### config.mk
export PLATFORM = sky130hd
export DESIGN_NAME = multicycle_control
export DESIGN_NICKNAME = d
export VERILOG_FILES = /design/src/rtl/multicycle_control.sv
export SDC_FILE = /design/constraint.sdc
export NUM_CORES = 1
export LEC_CHECK = 0
export BUFFER_PORTS_ARGS = -buffer_cell sky130_fd_sc_hd__buf_2
export CAP_MARGIN = 20
export CORE_MARGIN = 4
export CORE_UTILIZATION = 29
export DETAILED_ROUTE_END_ITERATION = 10
export GPL_TIMING_DRIVEN = 1
export SYNTH_ARGS = -nofsm -noshare
export SYNTH_HDL_FRONTEND = slang
export SYNTH_SLANG_ARGS = --single-unit
### constraint.sdc
create_clock -name clk -period 2.8 [get_ports clk]
set_input_delay 0.14 -clock clk [delete_from_list [all_inputs] [get_ports clk]]
set_output_delay 0.14 -clock clk [all_outputs]
set_load 0.02 [all_outputs]
### src/rtl/multicycle_control.sv
// multicycle_control: multicycle MIPS control FSM; define MULTICYCLE_DIV_EN to accept the div funct (011010)
module multicycle_control (
    input  logic       clk,
    input  logic       reset,
    input  logic [5:0] opcode,
    input  logic [5:0] funct,
    input  logic       zero,
    output logic       pc_en,
    output logic       iord,
    output logic       mem_read,
    output logic       mem_write,
    output logic       ir_write,
    output logic       reg_dst,
    output logic       mem_to_reg,
    output logic       reg_write,
    output logic       alu_src_a,
    output logic [1:0] alu_src_b,
    output logic [1:0] pc_source,
    output logic [3:0] alu_control,
    output logic [3:0] state
);
    typedef enum logic [3:0] {
        FETCH  = 4'd0,
        DECODE = 4'd1,
        MEMADR = 4'd2,
        MEMRD  = 4'd3,
        MEMWB  = 4'd4,
        MEMWR  = 4'd5,
        EXEC   = 4'd6,
        ALUWB  = 4'd7,
        BRANCH = 4'd8,
        ADDIEX = 4'd9,
        ADDIWB = 4'd10,
        JUMP   = 4'd11
    } state_t;
    state_t cur, nxt;
    logic [3:0] r_ctl;
    logic       r_legal;
    always_ff @(posedge clk) cur <= reset ? FETCH : nxt;
    always_comb begin
        r_ctl   = 4'b0000;
        r_legal = 1'b1;
        case (funct)
            6'b100000: r_ctl = 4'b0010;
            6'b100010: r_ctl = 4'b0110;
            6'b100100: r_ctl = 4'b0000;
            6'b100101: r_ctl = 4'b0001;
            6'b101010: r_ctl = 4'b0111;
`ifdef MULTICYCLE_DIV_EN
            6'b011010: r_ctl = 4'b0101;
`endif
            default:   r_legal = 1'b0;
        endcase
    end
    always_comb begin
        pc_en       = 1'b0;
        iord        = 1'b0;
        mem_read    = 1'b0;
        mem_write   = 1'b0;
        ir_write    = 1'b0;
        reg_dst     = 1'b0;
        mem_to_reg  = 1'b0;
        reg_write   = 1'b0;
        alu_src_a   = 1'b0;
        alu_src_b   = 2'b00;
        pc_source   = 2'b00;
        alu_control = 4'b0000;
        nxt         = FETCH;
        case (cur)
            FETCH: begin
                mem_read    = 1'b1;
                ir_write    = 1'b1;
                alu_src_b   = 2'b01;
                alu_control = 4'b0010;
                pc_en       = 1'b1;
                nxt         = DECODE;
            end
            DECODE: begin
                alu_src_b   = 2'b11;
                alu_control = 4'b0010;
                nxt = opcode == 6'b000000 ? EXEC :
                      (opcode == 6'b100011 || opcode == 6'b101011) ? MEMADR :
                      opcode == 6'b000100 ? BRANCH :
                      opcode == 6'b000010 ? JUMP :
                      opcode == 6'b001000 ? ADDIEX : FETCH;
            end
            MEMADR, ADDIEX: begin
                alu_src_a   = 1'b1;
                alu_src_b   = 2'b10;
                alu_control = 4'b0010;
                nxt = cur == ADDIEX ? ADDIWB : opcode == 6'b101011 ? MEMWR : MEMRD;
            end
            MEMRD: begin
                mem_read = 1'b1;
                iord     = 1'b1;
                nxt      = MEMWB;
            end
            MEMWB: begin
                reg_write  = 1'b1;
                mem_to_reg = 1'b1;
            end
            MEMWR: begin
                mem_write = 1'b1;
                iord      = 1'b1;
            end
            EXEC: begin
                alu_src_a   = 1'b1;
                alu_control = r_ctl;
                nxt         = r_legal ? ALUWB : FETCH;
            end
            ALUWB: begin
                reg_write = 1'b1;
                reg_dst   = 1'b1;
            end
            ADDIWB: reg_write = 1'b1;
            BRANCH: begin
                alu_src_a   = 1'b1;
                alu_control = 4'b0110;
                pc_source   = 2'b01;
                pc_en       = zero;
            end
            JUMP: begin
                pc_source = 2'b10;
                pc_en     = 1'b1;
            end
            default: nxt = FETCH;
        endcase
        if (reset) begin
            pc_en     = 1'b0;
            mem_read  = 1'b0;
            mem_write = 1'b0;
            ir_write  = 1'b0;
            reg_write = 1'b0;
        end
    end
    assign state = reset ? 4'd0 : cur;
endmodule

==> summary.json, run 1 <==
{
  "final_hold_viol_count": 0,
  "arrival_time_reported_for_the_critical_path_endpoint_ns": 1.97,
  "dp_hpwl_mm": 1.35,
  "worst_ep_required_time_ns": 2.66,
  "yosys-top-cells-count": "12 x sky130_fd_sc_hd__nor2_1, 7 x sky130_fd_sc_hd__a21oi_1, 6 x sky130_fd_sc_hd__nor3_1",
  "largest_stage_delay_worst_path_ns": 0.54,
  "p_total_uw": 200,
  "routed_wirelength_mm": 1.69,
  "h_tree_depth_reported_by_cts": 1,
  "die_w_um": 51.8,
  "timing.critical_path.fanout_max": 12,
  "critical_path.slowest_cell": "sky130_fd_sc_hd__dfxtp_1",
  "finalCritPeriodShare_pct": 75.2,
  "register_bank_with_the_most_flops": "cur",
  "ys_top_cells_by_area": "sky130_fd_sc_hd__dfxtp_1 14%, sky130_fd_sc_hd__nor2_1 8.1%, sky130_fd_sc_hd__a21oi_1 6.3%",
  "worstHoldPathType": "input pin to flip-flop",
  "synth_edf_count": 0,
  "first_pass_grt_wire_length_mm": 2.72,
  "report.final.slew_viol_count": 0,
  "initial_core_util_pct": 31.5,
  "postSynth.topFlopCell": "sky130_fd_sc_hd__dfxtp_1",
  "area.growth.synth_to_final_pct": 32.2,
  "grt_setup_unrepaired": "no",
  "row_count": 15,
  "number_of_register_bits_inferred_by_synthesis": 4,
  "clock_buffer_depth": 2,
  "antenna-diode-count": 0,
  "dieHeight_um": 51.8,
  "critPathLaunchType": "flip-flop",
  "cpLargestDelayFamily": "simple AND/OR/NAND/NOR gates",
  "buffer_ports.inserted": 34,
  "drive_gt1_share_pct": 40.9,
  "yosys.cell_count.top_type": "sky130_fd_sc_hd__nor2_1",
  "numCtsBuffers": 3,
  "total_via_count_in_the_routed_design": 672,
  "peak_supply_drop_v": 0.000139,
  "dr.pass1.iters": 4,
  "grt-ovfl-total": 0,
  "report.final.setup_viol": 0,
  "finish.net_count": 127,
  "clk_latency_ns": 0.24,
  "layout_min_cycle_time_ns": 2.11,
  "synthArstFlopShare_pct": 0,
  "post_route_drc_violation_count": 0,
  "cts-hold-fix-buffers": 0,
  "antenna_violations_before_repair": 0,
  "reported_leakage_power_uw": 0.000330,
  "gp_congestion": 0.790,
  "synth_top_cell_by_area": "sky130_fd_sc_hd__dfxtp_1",
  "clock-sinks": 4,
  "cp_num_buf_inv": 1,
  "synth-seq-area-share_pct": 14.4,
  "timing.max_cap.violations": 0,
  "drt-vias-per-instance": 4.98,
  "grt_max_degree": 13,
  "max_clock_freq_ghz": 0.475,
  "cts.reportedPaths.clkPinSlew_ns": 0.04,
  "clk_root_buffer_cell": "sky130_fd_sc_hd__clkbuf_4",
  "post_cts_resize_count": 0,
  "first_global_vias": 639,
  "endpoint_kind": "output port",
  "die_area_um2": 2680,
  "syn_avg_cell_area_um2": 7.03,
  "drt-wirelength-per-cell_um": 12.5,
  "outcome": "complete, no violations",
  "synth_cell_types": 37,
  "drtIter0Drc": 16,
  "tns_ns": 0,
  "power-per-cell-area_nw_per_um2": 272,
  "top_level_ports": 36,
  "num-fill-cells": 207,
  "design.core.area_um2": 1760,
  "gr-usage-all-layers_pct": 13.2,
  "syn_area_um2": 556,
  "final.setup_skew_ns": 0.00520,
  "final_design_area_no_fill_um2": 734,
  "number_of_buffers_added_for_setup_after_cts": 0,
  "setup.worst_path.class": "flip-flop to output port",
  "postPlaceCellArea_um2": 712,
  "utilization_pct": 41.6,
  "synth-warning-count": 0,
  "top_regs": "cur x4",
  "syn-instance-count": 79,
  "netlist.area_leader.share_pct": 14.4,
  "path_cells": "nand2b_1, or4b_4, o41ai_1, buf_2",
  "tritoncts": "done",
  "ant_nets": 0,
  "mappedNetlistNets": 94,
  "largest_register_ff_count": 4
}
[cell type report]
| class | instances | area (µm²) | share of cell area, % |
|---|---|---|---|
| repair buffers | 34 | 170 | 23.2 |
| inverters | 1 | 3.75 | 0.511 |
| clock buffers | 3 | 22.5 | 3.07 |
| multi-input cells | 68 | 427 | 58.1 |
| flip-flops and latches | 4 | 80.1 | 10.9 |
| well taps | 25 | 31.3 | 4.26 |
[report_power, final]
group	internal [µW]	switching, µW
clock	47.9	23.5
combinational	27.4	37.5
sequential	59.0	4.71
[stage by stage]
step,hold WS [ns],setup slack [ns],std cells
final,0.240,0.695,135
after global routing,0.258,0.531,135
after CTS,0.235,0.682,135
after detailed placement,0.479,0.934,132
after global placement,0.482,1.00,132
after floorplan,0.346,0.809,79
[placed cells by master, fill, tap and decap left out, types with 2 or more instances in the layout]
cell | Yosys | routed
sky130_fd_sc_hd__nor4_1 | 3 | 3
sky130_fd_sc_hd__buf_2 | 0 | 34
sky130_fd_sc_hd__o21bai_1 | 3 | 3
sky130_fd_sc_hd__a31oi_1 | 3 | 3
sky130_fd_sc_hd__nor3_1 | 6 | 6
sky130_fd_sc_hd__nand2_1 | 4 | 4
sky130_fd_sc_hd__dfxtp_1 | 4 | 4
sky130_fd_sc_hd__nor2_1 | 12 | 12
sky130_fd_sc_hd__o21ai_0 | 2 | 2
sky130_fd_sc_hd__a21oi_1 | 7 | 7
sky130_fd_sc_hd__clkbuf_4 | 0 | 3
sky130_fd_sc_hd__nand2b_1 | 2 | 2
sky130_fd_sc_hd__nor2b_1 | 4 | 4
[worst reg2reg max path, stage by stage, from the launching register on]
cell and delay [ns]:
sky130_fd_sc_hd__dfxtp_1 0.54, sky130_fd_sc_hd__nand2b_1 0.19, sky130_fd_sc_hd__or4b_4 0.54, sky130_fd_sc_hd__or3_4 0.41
sky130_fd_sc_hd__a31oi_1 0.13
[path summary, 6_finish.rpt]
path | from | to | slack, ns | cells past startpoint
worst max register to register | cur[1] | cur[1] | 0.92 | 4
worst max-delay path | cur[1] | alu_control[1] | 0.69 | 4
worst min-delay path | reset | cur[3] | 0.24 | 2
worst min register to register | cur[3] | cur[3] | 0.65 | 2
[kinds of logic after synthesis]
| kind of cell | synth area share, % |
|---|---|
| simple gates | 47.5 |
| compound gates | 23.4 |
| other cells | 0.675 |
| buf+inv | 8.78 |
| mux | 2.03 |
| xor+xnor | 3.15 |
| flops | 14.4 |
[routing by layer]
layer / track usage, % / wire length (µm)
met5: 0 / 0
met4: 6.55 / 0
met3: 2.58 / 128
met2: 22.0 / 811
met1: 15.9 / 748
(Power assumes the default switching activity.)
==> inputs of run 2 (changes only) <==
Clock period 2.8 ns to 1.8 ns, I/O delays scaled along.
==> run 2 against run 1 <==
Compared with the run above:
- final cell count grew 3.7%
- first-iteration DRC count grew 31%
- non-clock buffer count grew 5
- register-to-register slack lost 0.73 ns
- routed wire length grew 3.9%
- clock-buffer cell count is the same
- worst hold slack lost 0.039 ns
==> summary.json, run 2 (synthesis results as in run 1) <==
{
  "final.setup_skew": {"value": 0.000735, "unit": "ns", "change": "-0.00447 ns"},
  "h_tree_depth_reported_by_cts": {"value": 1, "change": "unchanged"},
  "grt-ovfl-total": {"value": 0, "change": "unchanged"},
  "reg2reg_depth": {"value": 4, "change": "unchanged"},
  "area.growth.synth_to_final_pct": 44.1,
  "design.core.area": {"value": 1760, "unit": "µm²", "change": "unchanged"},
  "drt-wirelength-per-cell": {"value": 12.5, "unit": "µm", "change": "+0.14%"},
  "worstHoldPathType": "input pin to flip-flop",
  "first_global_vias": {"value": 648, "change": "+1.4%"},
  "register_bank_with_the_most_flops": "cur",
  "clk_root_buffer_cell": "sky130_fd_sc_hd__clkbuf_4",
  "antenna-diode-count": {"value": 0, "change": "unchanged"},
  "holdPathStages": {"value": 2, "change": "unchanged"},
  "p_seq_share": {"value": 28.9, "unit": "%", "change": "-2.9 points"},
  "top_layer_used": "met4",
  "dr.pass1.iters": {"value": 4, "change": "unchanged"},
  "placed_cells_incl_taps": {"value": 137, "change": "+3.8%"},
  "finish.net_count": {"value": 132, "change": "+3.9%"},
  "switchingPower": {"value": 108, "unit": "µW", "change": "+64%"},
  "final-instance-count-excl-fill": {"value": 140, "change": "+3.7%"},
  "gp_congestion": {"value": 0.758, "change": "-4.1%"},
  "drt-vias-per-instance": {"value": 5.10, "change": "+2.5%"},
  "cell_internal_pwr": {"value": 214, "unit": "µW", "change": "+59%"},
  "detailroute.wirelength.met2": {"value": 819, "unit": "µm", "change": "+0.99%"},
  "multi_input_area": {"value": 454, "unit": "µm²", "change": "+6.5%"},
  "finalCritPeriodShare_pct": 96.6,
  "worst_ep_required_time": {"value": 1.71, "unit": "ns", "change": "-0.95 ns"},
  "row_count": {"value": 15, "change": "unchanged"},
  "timing.max_cap.violations": {"value": 0, "change": "unchanged"},
  "drtIter0Drc": {"value": 21, "change": "+5"},
  "final_common_cell": "sky130_fd_sc_hd__buf_2",
  "layout_min_cycle_time_ns": 1.74,
  "critPathLaunchType": "flip-flop",
  "largest_register_ff_count": {"value": 4, "change": "unchanged"},
  "first_pass_grt_wire_length": {"value": 2.77, "unit": "mm", "change": "+1.8%"},
  "die_w": {"value": 51.8, "unit": "µm", "change": "unchanged"},
  "layout_common_cells": "34 x sky130_fd_sc_hd__buf_2, 12 x sky130_fd_sc_hd__nor2_1, 7 x sky130_fd_sc_hd__a21oi_1",
  "num-fill-cells": {"value": 194, "change": "-6.3%"},
  "initial_core_util": {"value": 31.5, "unit": "%", "change": "unchanged"},
  "endpoint_kind": "output port",
  "cts.reportedPaths.clkPinSlew": {"value": 0.04, "unit": "ns", "change": "about the same"},
  "gr-usage-all-layers": {"value": 13.2, "unit": "%", "change": "+0.060 points"},
  "setup_slack": {"value": 0.0612, "unit": "ns", "change": "-0.633 ns"},
  "dieHeight": {"value": 51.8, "unit": "µm", "change": "unchanged"},
  "final.hold.worst_slack": {"value": 0.202, "unit": "ns", "change": "-0.0388 ns"},
  "clock_buffer_depth": {"value": 2, "change": "unchanged"},
  "switching_share": {"value": 33.5, "unit": "%", "change": "+0.70 points"},
  "arrival_time_reported_for_the_critical_path_endpoint": {"value": 1.65, "unit": "ns", "change": "-0.32 ns"},
  "report.final.setup_viol": {"value": 0, "change": "unchanged"},
  "dp_hpwl": {"value": 1.40, "unit": "mm", "change": "+3.7%"},
  "wl_met3": {"value": 139, "unit": "µm", "change": "+8.6%"},
  "drive_gt1_share": {"value": 47.0, "unit": "%", "change": "+6.0 points"},
  "ant_nets": {"value": 0, "change": "unchanged"},
  "reported_leakage_power": {"value": 0.000360, "unit": "µW", "change": "+9.1%"},
  "die_area": {"value": 2680, "unit": "µm²", "change": "unchanged"},
  "report.final.slew_viol_count": {"value": 0, "change": "unchanged"},
  "regArea": {"value": 81.3, "unit": "µm²", "change": "+1.6%"},
  "met1_length": {"value": 775, "unit": "µm", "change": "+3.6%"},
  "peak_supply_drop": {"value": 0.000244, "unit": "V", "change": "+75%"},
  "routed_wirelength": {"value": 1.75, "unit": "mm", "change": "+3.9%"},
  "timing.critical_path.fanout_max": {"value": 5, "change": "-7"},
  "post-place-ws": {"value": 0.207, "unit": "ns", "change": "-0.727 ns"},
  "final_hold_viol_count": {"value": 0, "change": "unchanged"},
  "comb_power_share": {"value": 36.0, "unit": "%", "change": "+3.6 points"},
  "clock-sinks": {"value": 4, "change": "unchanged"},
  "clk_latency": {"value": 0.24, "unit": "ns", "change": "about the same"},
  "power-per-cell-area": {"value": 402, "unit": "nW/µm²", "change": "+48%"},
  "top_level_ports": {"value": 36, "change": "unchanged"},
  "max_clock_freq_ghz": 0.575,
  "setup.worst_path.class": "flip-flop to output port",
  "grt_setup_unrepaired": "yes",
  "grt_max_degree": {"value": 12, "change": "-1"},
  "total_via_count_in_the_routed_design": {"value": 714, "change": "+6.3%"},
  "outcome": "complete, no violations",
  "antenna_violations_before_repair": {"value": 0, "change": "unchanged"},
  "clock_power_share": {"value": 35.1, "unit": "%", "change": "-0.6 points"},
  "buffer_ports.inserted": {"value": 34, "change": "unchanged"},
  "tritoncts": "done",
  "top_regs": "cur x4",
  "numCtsBuffers": {"value": 3, "change": "unchanged"},
  "post_route_drc_violation_count": {"value": 0, "change": "unchanged"}
}
==> run 2: power groups by stage <==
stage	Clock (µW)	Sequential [µW]	Combinational, µW
after global placement	0	94.2	112
after floorplan	0	94.4	69.6
after detailed placement	0	94.3	113
after global routing	126	93.1	128
after CTS	118	92.9	113
final	113	93.1	116
==> run 2: routing by layer <==
layer | GRT usage [%] | up-vias
li1 | - | 357
met1 | 16.5 | 324
met2 | 22.7 | 31
met3 | 1.15 | 2
met4 | 6.55 | 0
met5 | 0 | -
==> run 2: worst paths after layout <==
check,to,start,slack (ns)
worst max-delay path,alu_control[1],cur[3],0.06
worst min-delay path,cur[3],reset,0.20
worst max register to register,cur[1],cur[3],0.19
worst min register to register,cur[3],cur[2],0.68
==> run 2: cell type report <==
class                   count  share of cell area, %
flip-flops and latches      4                   10.2
multi-input cells          68                   56.7
well taps                  25                   3.91
inverters                   1                  0.469
clock buffers               3                   2.81
repair buffers             39                   25.9
==> run 2: critical path, stage by stage, from the launching register on <==
cell                       delay, ns
sky130_fd_sc_hd__dfxtp_2        0.31
sky130_fd_sc_hd__nand2b_4       0.15
sky130_fd_sc_hd__or4b_4         0.54
sky130_fd_sc_hd__o41ai_2        0.20
sky130_fd_sc_hd__buf_2          0.21
==> run 2: timing repair <==
action / in CTS / in global routing
hold buffers: 0 / 0
resized for setup: 0 / 4
endpoints found under the setup margin: 0 / 2
setup buffers: 0 / 0
==> run 2: metrics by stage <==
stage	TNS (ns)	utilization [%]	cell area [µm²]	total power, µW
after global placement	0	43.2	762	206
after global routing	-0.00160	45.4	801	347
after CTS	0	44.5	785	324
after detailed placement	0	43.2	762	207
final	0	45.4	801	322
after floorplan	0	-	568	164
==> inputs of run 3 (changes only) <==
Settings changed: CORE_UTILIZATION 29 to 35, PLACE_DENSITY from default to 0.7.
==> run 3 against run 2 <==
Compared with the run above:
- register-to-register slack about the same
- global-route usage increased by 3.6 points
- die area decreased by 15%
- core utilization increased by 8.1 points
- combinational power increased by 3%
- largest cell class unchanged
- sequential share of layout area decreased by 0.063 points
- worst hold slack improved by 0.0014 ns
- final cell count decreased by 6.4%
- setup slack got worse by 0.015 ns
==> summary.json, run 3 (synthesis results as in run 1) <==
{
  "outcome": "complete, no violations",
  "report.final.slew_viol_count": {"value": 0, "change": "unchanged"},
  "drtIter0Drc": {"value": 15, "change": "-29%"},
  "layout_common_cells": "32 x sky130_fd_sc_hd__buf_2, 12 x sky130_fd_sc_hd__nor2_1, 7 x sky130_fd_sc_hd__a21oi_1, 7 x sky130_fd_sc_hd__buf_4, 5 x sky130_fd_sc_hd__nor3_1",
  "dieHeight": {"value": 47.8, "unit": "µm", "change": "-7.6%"},
  "rrSetupSlack": {"value": 0.18, "unit": "ns", "change": "about the same"},
  "cts-hold-fix-buffers": {"value": 0, "change": "unchanged"},
  "timing.hold.worst.start": "reset",
  "dr.pass1.iters": {"value": 4, "change": "unchanged"},
  "holdPathStages": {"value": 2, "change": "unchanged"},
  "post_cts_resize_count": {"value": 0, "change": "unchanged"},
  "antenna_violations_before_repair": {"value": 0, "change": "unchanged"},
  "report.final.setup_viol": {"value": 0, "change": "unchanged"},
  "numCtsBuffers": {"value": 3, "change": "unchanged"},
  "clock_buffer_depth": {"value": 2, "change": "unchanged"},
  "switching_share": {"value": 34.4, "unit": "%", "change": "+0.90 points"},
  "grt_setup_unrepaired": "yes",
  "reported_leakage_power": {"value": 0.000364, "unit": "µW", "change": "+0.95%"},
  "largest_register_ff_count": {"value": 4, "change": "unchanged"},
  "finalCritPeriodShare": {"value": 97.4, "unit": "%", "change": "+0.83 points"},
  "h_tree_depth_reported_by_cts": {"value": 1, "change": "unchanged"},
  "setup.worst_path.class": "flip-flop to output port",
  "peak_supply_drop": {"value": 0.000184, "unit": "V", "change": "-25%"},
  "die_area": {"value": 2290, "unit": "µm²", "change": "-15%"},
  "cell_internal_pwr": {"value": 216, "unit": "µW", "change": "+0.75%"},
  "timing.max_cap.violations": {"value": 0, "change": "unchanged"},
  "hold-path-endpoint": "cur[3]",
  "p_total": {"value": 329, "unit": "µW", "change": "+2.1%"},
  "initial_core_util": {"value": 36.9, "unit": "%", "change": "+5.4 points"},
  "grt-ovfl-total": {"value": 0, "change": "unchanged"},
  "crit-reg2reg-capture": "cur[0]",
  "first_pass_grt_wire_length": {"value": 2.73, "unit": "mm", "change": "-1.2%"},
  "reg2reg_depth": {"value": 4, "change": "unchanged"},
  "critPathLaunchType": "flip-flop",
  "design.core.area": {"value": 1510, "unit": "µm²", "change": "-15%"},
  "switchingPower": {"value": 113, "unit": "µW", "change": "+4.9%"},
  "timing.critical_path.fanout_max": {"value": 5, "change": "unchanged"},
  "comb_power_share": {"value": 36.4, "unit": "%", "change": "+0.4 points"},
  "final.setup_skew": {"value": 0.0000761, "unit": "ns", "change": "-0.000659 ns"},
  "antenna-diode-count": {"value": 0, "change": "unchanged"},
  "drt-wirelength-per-cell": {"value": 13.8, "unit": "µm", "change": "+10%"},
  "grt_max_degree": {"value": 12, "change": "unchanged"},
  "ant_nets": {"value": 0, "change": "unchanged"},
  "register_bank_with_the_most_flops": "cur",
  "finish.net_count": {"value": 132, "change": "unchanged"},
  "worstHoldPathType": "input pin to flip-flop",
  "final_common_cell": "sky130_fd_sc_hd__buf_2",
  "die_w": {"value": 47.8, "unit": "µm", "change": "-7.6%"},
  "num-fill-cells": {"value": 157, "change": "-19%"},
  "timing.rr.start": "cur[3]",
  "top_level_ports": {"value": 36, "change": "unchanged"},
  "post_route_drc_violation_count": {"value": 0, "change": "unchanged"},
  "arrival_time_reported_for_the_critical_path_endpoint": {"value": 1.66, "unit": "ns", "change": "about the same"},
  "total_via_count_in_the_routed_design": {"value": 732, "change": "+2.5%"},
  "tns": {"value": 0, "unit": "ns", "change": "unchanged"},
  "number_of_buffers_added_for_setup_after_cts": {"value": 0, "change": "unchanged"},
  "row_count": {"value": 14, "change": "-1"},
  "p_seq_share": {"value": 28.2, "unit": "%", "change": "-0.7 points"},
  "cts.reportedPaths.clkPinSlew": {"value": 0.04, "unit": "ns", "change": "about the same"},
  "dp_hpwl": {"value": 1.37, "unit": "mm", "change": "-2.0%"},
  "buffer_ports.inserted": {"value": 34, "change": "unchanged"},
  "worst_ep_required_time": {"value": 1.71, "unit": "ns", "change": "about the same"},
  "gr-usage-all-layers": {"value": 16.8, "unit": "%", "change": "+3.6 points"},
  "layout_min_cycle_time": {"value": 1.75, "unit": "ns", "change": "+0.0150 ns"},
  "tritoncts": "done",
  "drive_gt1_share": {"value": 47.0, "unit": "%", "change": "unchanged"},
  "clock_power_share": {"value": 35.3, "unit": "%", "change": "+0.2 points"},
  "clock-sinks": {"value": 4, "change": "unchanged"},
  "gp_congestion": {"value": 0.860, "change": "+13%"},
  "final_hold_viol_count": {"value": 0, "change": "unchanged"},
  "max_clock_freq": {"value": 0.570, "unit": "GHz", "change": "-0.85%"},
  "drt-vias-per-instance": {"value": 5.59, "change": "+9.6%"},
  "clk_latency": {"value": 0.24, "unit": "ns", "change": "about the same"},
  "clk_root_buffer_cell": "sky130_fd_sc_hd__clkbuf_4",
  "endpoint_kind": "output port",
  "routed_wirelength": {"value": 1.81, "unit": "mm", "change": "+3.1%"},
  "top_regs": "cur x4",
  "power-per-cell-area": {"value": 408, "unit": "nW/µm²", "change": "+1.5%"},
  "area.growth.synth_to_final_pct": 45.0,
  "first_global_vias": {"value": 685, "change": "+5.7%"}
}
[run 3: layer usage]
layer	share of wire (%)	track usage [%]
met1	40	17.3
met2	52	31.9
met3	6.6	3.76
met4	0.77	6.99
met5	0	0
[run 3: worst max-delay path, cell delays in order (launching register included)]
cell	delay [ns]
sky130_fd_sc_hd__dfxtp_1	0.30
sky130_fd_sc_hd__nand2b_4	0.15
sky130_fd_sc_hd__or4b_4	0.56
sky130_fd_sc_hd__o41ai_4	0.22
sky130_fd_sc_hd__buf_4	0.19
[run 3: how the worst max path moves through the flow]
| stage | start | end | slack [ns] | cells after the start |
|---|---|---|---|---|
| 2_1_floorplan | cur[3] | pc_en | 0.01 | 4 |
| 3_3_place_gp | cur[3] | cur[1] | 0.23 | 4 |
| 3_5_place_dp | cur[3] | cur[0] | 0.20 | 4 |
| 4_1_cts | cur[3] | alu_control[1] | 0.04 | 4 |
| 5_1_grt | cur[3] | alu_control[1] | -0.02 | 4 |
| 6_report | cur[3] | alu_control[1] | 0.05 | 4 |
[run 3: per-stage QoR]
stage	cell area, µm²	setup slack (ns)	hold WS, ns	std cells	utilization (%)
after CTS	773	0.0442	0.184	131	51.3
after global placement	751	0.234	0.423	128	49.8
after global routing	806	-0.0161	0.209	131	53.5
after floorplan	568	0.0106	0.268	79	-
after detailed placement	751	0.205	0.435	128	49.8
final	806	0.0463	0.203	131	53.5
[run 3: power by group through the flow]
stage / Combinational [µW] / Sequential, µW / Clock (µW)
after floorplan: 69.6 / 94.4 / 0
after global placement: 111 / 94.2 / 0
after detailed placement: 113 / 94.2 / 0
after CTS: 114 / 92.8 / 117
after global routing: 131 / 93.4 / 123
final: 120 / 92.8 / 116
[run 3: final cells by class]
type | instances | area [µm²] | area share [%]
tap | 16 | 20.0 | 2.48
sequential | 4 | 81.3 | 10.1
timing repair buffer | 39 | 213 | 26.4
multi-input combinational | 68 | 465 | 57.8
inverter | 1 | 3.75 | 0.466
clock buffer | 3 | 22.5 | 2.80
